**src/rtl/idma_sram_pkg.sv**
```systemverilog
//==============================================================================
// Module  : idma_sram_pkg
// Purpose : Shared geometry and request record for the iDMA SRAM arbiter.
//           Defines the macro word-address width, data width, strobe width and
//           the per-access request bundle that is steered onto the macro pins.
// Revision: 1.0 - initial release
//==============================================================================
`default_nettype none

package idma_sram_pkg;

  localparam int AW     = 10;
  localparam int DW     = 128;
  localparam int STRB_W = DW / 8;

  typedef struct packed {
    logic              wen;
    logic [AW-1:0]     addr;
    logic [DW-1:0]     wdata;
    logic [STRB_W-1:0] wstrb;
  } sram_req_t;

endpackage

`default_nettype wire

```
**src/rtl/idma_sram_rsp_fifo.sv**
```systemverilog
//==============================================================================
// Module  : idma_sram_rsp_fifo
// Purpose : Ordered circular FIFO that holds read responses until the consumer
//           takes them. Push and pop may coincide, also when full or empty.
//           There is no bypass: a word pushed into an empty FIFO is visible on
//           o_rdata one cycle later.
// Ports   : clk, rst      - clock, synchronous active-high reset (flushes)
//           i_push/i_wdata - enqueue one word
//           i_pop          - dequeue the head word (ignored when empty)
//           o_rdata        - head word
//           o_full/o_empty - occupancy flags
// Revision: 1.0 - initial release
//==============================================================================
`default_nettype none

module idma_sram_rsp_fifo #(
  parameter int DEPTH = 2,
  parameter int WIDTH = 8
) (
  input  logic             clk,
  input  logic             rst,
  input  logic             i_push,
  input  logic [WIDTH-1:0] i_wdata,
  input  logic             i_pop,
  output logic [WIDTH-1:0] o_rdata,
  output logic             o_full,
  output logic             o_empty
);
  import idma_sram_pkg::*;

  localparam int PW = (DEPTH > 1) ? $clog2(DEPTH) : 1;
  localparam int CW = $clog2(DEPTH + 1);

  logic [WIDTH-1:0] r_mem [DEPTH];
  logic [PW-1:0]    r_wr_ptr;
  logic [PW-1:0]    r_rd_ptr;
  logic [CW-1:0]    r_count;
  logic             w_do_push;
  logic             w_do_pop;

  // Pointer increment with wrap, so DEPTH need not be a power of two.
  function automatic logic [PW-1:0] f_next(input logic [PW-1:0] p);
    if (p == PW'(DEPTH - 1)) return '0;
    return p + PW'(1);
  endfunction

  assign o_empty   = (r_count == '0);
  assign o_full    = (r_count == CW'(DEPTH));
  assign w_do_pop  = i_pop & ~o_empty;
  // A push into a full FIFO is legal only when the head leaves in the same cycle.
  assign w_do_push = i_push & (~o_full | w_do_pop);
  assign o_rdata   = r_mem[r_rd_ptr];

  always_ff @(posedge clk) begin
    if (rst) begin
      r_wr_ptr <= '0;
      r_rd_ptr <= '0;
      r_count  <= '0;
    end else begin
      if (w_do_push) r_wr_ptr <= f_next(r_wr_ptr);
      if (w_do_pop)  r_rd_ptr <= f_next(r_rd_ptr);
      case ({w_do_push, w_do_pop})
        2'b10:   r_count <= r_count + CW'(1);
        2'b01:   r_count <= r_count - CW'(1);
        default: r_count <= r_count;
      endcase
    end
  end

  // Storage needs no reset: the pointers define which entries are live.
  always_ff @(posedge clk) begin
    if (w_do_push) r_mem[r_wr_ptr] <= i_wdata;
  end

endmodule

`default_nettype wire

```
**src/rtl/idma_sram_arb.sv**
```systemverilog
//==============================================================================
// Module  : idma_sram_arb
// Purpose : Round-robin arbiter/sequencer sharing one single-port 1024x128b
//           SRAM among NUM_REQ iDMA masters. Only driver of the macro pins.
// Ports   : clk, rst                   - clock, synchronous active-high reset
//           req_valid/ready/wen/addr/
//           wdata/wstrb                 - per-master command ports (packed)
//           rsp_valid/ready/id/rdata    - shared, in-order read response port
//           sram_cen/wen/addr/wdata/
//           wstrb, sram_rdata           - macro pins (rdata one cycle late)
// Revision: 1.0 - initial release
//==============================================================================
`default_nettype none

module idma_sram_arb #(
  parameter  int NUM_REQ   = 2,
  parameter  int AW        = idma_sram_pkg::AW,
  parameter  int DW        = idma_sram_pkg::DW,
  parameter  int RSP_DEPTH = 2,
  localparam int IDW       = (NUM_REQ > 1) ? $clog2(NUM_REQ) : 1
) (
  input  logic                    clk,
  input  logic                    rst,
  input  logic [NUM_REQ-1:0]      req_valid,
  output logic [NUM_REQ-1:0]      req_ready,
  input  logic [NUM_REQ-1:0]      req_wen,
  input  logic [NUM_REQ*AW-1:0]   req_addr,
  input  logic [NUM_REQ*DW-1:0]   req_wdata,
  input  logic [NUM_REQ*DW/8-1:0] req_wstrb,
  output logic                    rsp_valid,
  input  logic                    rsp_ready,
  output logic [IDW-1:0]          rsp_id,
  output logic [DW-1:0]           rsp_rdata,
  output logic                    sram_cen,
  output logic                    sram_wen,
  output logic [AW-1:0]           sram_addr,
  output logic [DW-1:0]           sram_wdata,
  output logic [DW/8-1:0]         sram_wstrb,
  input  logic [DW-1:0]           sram_rdata
);
  import idma_sram_pkg::*;

  localparam int SW  = DW / 8;
  localparam int CRW = $clog2(RSP_DEPTH + 1);

  if (NUM_REQ < 1 || NUM_REQ > 4) begin : g_bad_num_req
    $error("idma_sram_arb: NUM_REQ=%0d outside 1..4", NUM_REQ);
  end
  if (RSP_DEPTH < 1) begin : g_bad_depth
    $error("idma_sram_arb: RSP_DEPTH=%0d must be at least 1", RSP_DEPTH);
  end
  // The steering record is sized by the package geometry.
  if (AW != idma_sram_pkg::AW || DW != idma_sram_pkg::DW) begin : g_bad_geometry
    $error("idma_sram_arb: AW/DW must match idma_sram_pkg");
  end

  logic [IDW-1:0]     r_ptr;
  logic [CRW-1:0]     r_credits;
  logic               r_inflight;
  logic [IDW-1:0]     r_inflight_id;

  logic [NUM_REQ-1:0] w_eligible;
  logic               w_found;
  logic [IDW-1:0]     w_found_id;
  logic               w_gnt_vld;
  sram_req_t          w_sel;
  logic               w_rd_issue;
  logic               w_pop;
  logic               w_fifo_full;
  logic               w_fifo_empty;
  logic [IDW+DW-1:0]  w_fifo_rdata;

  // Reads are only eligible while a FIFO slot is reserved for their data.
  always_comb begin
    for (int i = 0; i < NUM_REQ; i++) begin
      w_eligible[i] = req_valid[i] & (req_wen[i] | (r_credits != '0));
    end
  end

  // First eligible requester scanning from r_ptr in round-robin order.
  always_comb begin
    w_found    = 1'b0;
    w_found_id = '0;
    for (int k = 0; k < NUM_REQ; k++) begin
      int             idx;
      logic [IDW-1:0] cand;
      idx = int'(r_ptr) + k;
      if (idx >= NUM_REQ) idx = idx - NUM_REQ;
      cand = IDW'(idx);
      if (!w_found && w_eligible[cand]) begin
        w_found    = 1'b1;
        w_found_id = cand;
      end
    end
  end

  // Gating with rst drops the macro enable in the very cycle reset is sampled.
  assign w_gnt_vld = w_found & ~rst;

  always_comb begin
    w_sel = '0;
    for (int i = 0; i < NUM_REQ; i++) begin
      req_ready[i] = w_gnt_vld && (w_found_id == IDW'(i));
      if (req_ready[i]) begin
        w_sel.wen   = req_wen[i];
        w_sel.addr  = req_addr[i*AW +: AW];
        w_sel.wdata = req_wdata[i*DW +: DW];
        w_sel.wstrb = req_wstrb[i*SW +: SW];
      end
    end
  end

  assign sram_cen   = w_gnt_vld;
  assign sram_wen   = w_sel.wen;
  assign sram_addr  = w_sel.addr;
  assign sram_wdata = w_sel.wdata;
  assign sram_wstrb = w_sel.wstrb;

  assign w_rd_issue = w_gnt_vld & ~w_sel.wen;
  assign rsp_valid  = ~w_fifo_empty & ~rst;
  assign w_pop      = rsp_valid & rsp_ready;
  assign rsp_id     = w_fifo_rdata[DW +: IDW];
  assign rsp_rdata  = w_fifo_rdata[DW-1:0];

  always_ff @(posedge clk) begin
    if (rst) begin
      r_ptr         <= '0;
      r_credits     <= CRW'(RSP_DEPTH);
      r_inflight    <= 1'b0;
      r_inflight_id <= '0;
    end else begin
      if (w_gnt_vld) begin
        r_ptr <= (w_found_id == IDW'(NUM_REQ - 1)) ? '0 : w_found_id + IDW'(1);
      end
      if (w_rd_issue && !w_pop) begin
        r_credits <= r_credits - CRW'(1);
      end else if (!w_rd_issue && w_pop) begin
        r_credits <= r_credits + CRW'(1);
      end
      r_inflight    <= w_rd_issue;
      r_inflight_id <= w_found_id;
    end
  end

  // The macro returns data the cycle after the access; capture it with its ID.
  idma_sram_rsp_fifo #(
    .DEPTH (RSP_DEPTH),
    .WIDTH (IDW + DW)
  ) u_rsp_fifo (
    .clk     (clk),
    .rst     (rst),
    .i_push  (r_inflight),
    .i_wdata ({r_inflight_id, sram_rdata}),
    .i_pop   (w_pop),
    .o_rdata (w_fifo_rdata),
    .o_full  (w_fifo_full),
    .o_empty (w_fifo_empty)
  );

  // Credit accounting must make a push into a full, non-draining FIFO impossible.
  a_no_overflow : assert property (@(posedge clk) disable iff (rst)
                                   !(w_fifo_full && r_inflight && !w_pop));

endmodule

`default_nettype wire

```
**config.mk**
```make
export PLATFORM = sky130hd
export DESIGN_NAME = idma_sram_arb
export DESIGN_NICKNAME = d
export VERILOG_FILES = /design/src/rtl/idma_sram_pkg.sv /design/src/rtl/idma_sram_rsp_fifo.sv /design/src/rtl/idma_sram_arb.sv
export SDC_FILE = /design/constraint.sdc
export NUM_CORES = 1
export LEC_CHECK = 0
export CAP_MARGIN = 20
export CORE_AREA = 2 2 282 284
export CTS_BUF_LIST = sky130_fd_sc_hd__clkbuf_4 sky130_fd_sc_hd__clkbuf_8 sky130_fd_sc_hd__clkbuf_16
export CTS_CLUSTER_SIZE = 12
export DETAILED_ROUTE_END_ITERATION = 16
export DIE_AREA = 0 0 284 286
export SYNTH_ARGS = -nofsm -noshare
export SYNTH_HDL_FRONTEND = slang
export SYNTH_SLANG_ARGS = --single-unit
```
**constraint.sdc**
```tcl
create_clock -name clk -period 12.68 [get_ports clk]
set_input_delay 3.804 -clock clk [delete_from_list [all_inputs] [get_ports clk]]
set_output_delay 3.804 -clock clk [all_outputs]
set_load 0.02 [all_outputs]
```
==> flow_metrics.py, run 1 <==
metrics = {
    "cts": {
        "cts_tree": "built",
        "clock-sinks": 268,
        "root_buffer": "clkbuf_16",
        "ctsResizeCount": 0,
        "cts_buffers": 28,
        "cts_setup_buffers": 0,
        "cts_buffer_depth": 3,
        "clk_pin_slew_worst_paths_ns": 0.06,
        "htreeDepth": 1,
        "clkLatencyLatePin_ns": 0.57,
        "hold_buffers": 0,
    },
    "detailed_routing": {
        "vias": 10370,
        "antenna_left": 0,
        "routed_wl_um": 67140,
        "drt_first_iter_violations": 556,
        "wl_per_cell_um": 25.86,
        "vias_per_cell": 3.996,
        "drcViolationCount": 0,
        "firstDrtPassIters": 5,
    },
    "global_routing": {
        "grt_max_degree": 130,
        "antenna_found_initial": 9,
        "grt_usage": 0.1558,
        "grt_pass1_wl_um": 88180,
        "grt_overflow_total": 0,
        "grt_pass1_vias": 10790,
    },
    "pwr": {
        "p_leak_nw": 6.986,
        "p_per_area_nw_per_um2": 131.3,
        "ir_drop_mv": 0.09090,
        "power_mw": 2.770,
    },
    "setup_path": {
        "cp.arrival_ns": 7.04,
        "rrSetupSlack_ns": 10.18,
        "ff2ff_path_depth": 7,
        "cp_max_fo": 40,
        "end_kind": "primary output",
        "setup.worst_path.class": "in2out",
        "worstPathRequired_ns": 8.88,
        "startpoint_type": "input pin",
    },
    "logic_synthesis": {
        "synth_cell_types": 30,
        "yosys-top-cells-area": "edfxtp_1 66%, mux2_2 12%, a22oi_1 9.8%, nor2_1 5.2%, dfxtp_1 1.7%",
        "synth_top_area_share": 0.6562,
        "async_reset_ff_frac": 0,
        "synth_top_area_cell": "edfxtp_1",
        "syn_nets": 1269,
        "syn_area_per_cell_um2": 14.33,
        "synth-main-ff-cell": "edfxtp_1",
        "yosysSeqAreaShare": 0.6732,
        "syn-cell-area_um2": 11810,
        "synth-edff-count": 258,
        "ys_ff_latch": 268,
        "yosys_warnings": 0,
        "synthesis.instances": 824,
    },
    "timing": {
        "tightest_slew_ns": 1.020,
        "finalSetupViolCount": 0,
        "finalWorstSetupSlack_ns": 1.838,
        "fin_tns_setup_ns": 0,
        "fin_crit_sh": 0.8551,
        "slew_headroom": 0.3203,
        "skew_ns": 0.01462,
        "rsz0062_at_grt": "false",
        "timing.final.crit_period_ns": 10.84,
        "hold_viol_final": 0,
        "max_freq_ghz": 0.09223,
        "drv_slew": 0,
    },
    "placement": {
        "portBuffers": 730,
        "placed_cell_area_um2": 20280,
        "dp_slack_ns": 1.692,
        "dp_hpwl_um": 55720,
        "place_congestion": 1.150,
    },
    "flow_run": {
        "cap_violations": 0,
    },
    "cells_and_area": {
        "syn2layout_area_growth_pct": 78.76,
        "layout_common_cells": "729 x clkdlybuf4s50_1, 258 x edfxtp_1, 162 x nor2_1",
        "fillers": 8187,
        "fin_area_um2": 21110,
        "fin_nets": 1978,
        "layout_commonest_cell": "clkdlybuf4s50_1",
        "final_layout_size_suffix_gt1_frac": 0.1238,
    },
    "floorplan": {
        "coreArea_um2": 78360,
        "ios": 731,
        "fp.dieArea_um2": 81220,
        "die_w_um": 284,
        "rows": 103,
        "die_h_um": 286,
        "start_util": 0.1507,
    },
    "hold_path": {
        "hp-class": "reg2reg",
        "holdPathStages": 0,
    },
    "run_status": {
        "status": "completed",
    },
}
synthesized netlist by cell type (2+ instances only):
master      n
inv_1       3
nor3_1      2
o21ai_0     5
dfxtp_1    10
mux2_2    129
buf_2      14
buf_4      19
nand2_1     2
nor2_1    164
edfxtp_1  258
or3_1       2
xor2_1      2
clkbuf_1   32
a21oi_1     7
a22oi_1   154
nor2b_1     3
ha_1        2
xnor2_1     4
cell families (layout without fill, tap and decap cells):
| family | count (synthesis) | in the layout | share of synthesized area |
|---|---|---|---|
| AO/OA/AOI/OAI | 172 | 172 | 0.1079 |
| multiplexers | 129 | 129 | 0.1230 |
| AND/OR/NAND/NOR | 177 | 177 | 0.05892 |
| adder cells (fa/ha/maj) | 2 | 2 | 0.002119 |
| XOR/XNOR | 6 | 6 | 0.004451 |
| buffers and inverters | 70 | 789 | 0.03042 |
| other | 0 | 3 | 0 |
| flip-flops | 268 | 268 | 0.6732 |
worst max-delay path, cell delays in order:
cell and delay, ns:
clkdlybuf4s50_1 0.44, o31a_1 0.32, a21oi_4 0.76, buf_4 0.53, a22oi_1 0.29, nor2_1 0.18
clkdlybuf4s50_1 0.66
registers in the layout, indices dropped and copies added (netlist names), named ones only:
| register | cells |
|---|---|
| r_credits | 2 |
| r_inflight | 1 |
| r_inflight_id | 1 |
| r_ptr | 1 |
| u_rsp_fifo.r_count | 2 |
| u_rsp_fifo.r_mem | 258 |
| u_rsp_fifo.r_rd_ptr | 1 |
| u_rsp_fifo.r_wr_ptr | 1 |
cell type report:
class	instances	area [um2]	share of cell area
Clock buffer	31	723.2	0.03427
Sequential cell	268	7951	0.3767
Tap cell	1050	1314	0.06225
Antenna cell	3	7.507	0.0003557
Clock inverter	9	98.84	0.004683
Inverter	3	11.26	0.0005336
Timing Repair Buffer	746	7466	0.3537
Multi-Input combinational cell	486	3533	0.1674
worst paths after layout:
| kind | end | from |
|---|---|---|
| max | sram_addr[6] | req_wen[0] |
| min | u_rsp_fifo.r_mem[1][128] | r_inflight_id |
| max reg2reg | r_credits[1] | r_credits[0] |
| min reg2reg | u_rsp_fifo.r_mem[1][128] | r_inflight_id |
routing by layer:
layer | track usage | up-vias | wire length, um | part of all wire
li1 | - | 4581 | - | -
met1 | 0.1487 | 5066 | 21990 | 0.33
met2 | 0.2979 | 612 | 35610 | 0.53
met3 | 0.04490 | 113 | 5278 | 0.079
met4 | 0.08724 | 2 | 4255 | 0.063
met5 | 0 | - | 7 | 0.00010
per-stage QoR:
stage	utilization	hold slack, ns	instances
after floorplan	-	0.4037	824
after global placement	0.2588	0.4180	2553
after detailed placement	0.2588	0.4229	2553
after CTS	0.2693	0.4388	2593
after global routing	0.2693	0.4532	2595
final	0.2694	0.4322	2596
power breakdown:
| part | internal (mW) | switching, mW |
|---|---|---|
| registers | 1.07 | 0.0224 |
| logic | 0.430 | 0.492 |
| clock network | 0.425 | 0.328 |
| total | 1.93 | 0.842 |
Power figures use the tool's default switching activity.
==> inputs of run 2 (changes only) <==
GPL_ROUTABILITY_DRIVEN = 0   (was unset)
==> results of run 2 <==
Same layout as run 1: the final DEF is identical, and so are final timing and power.
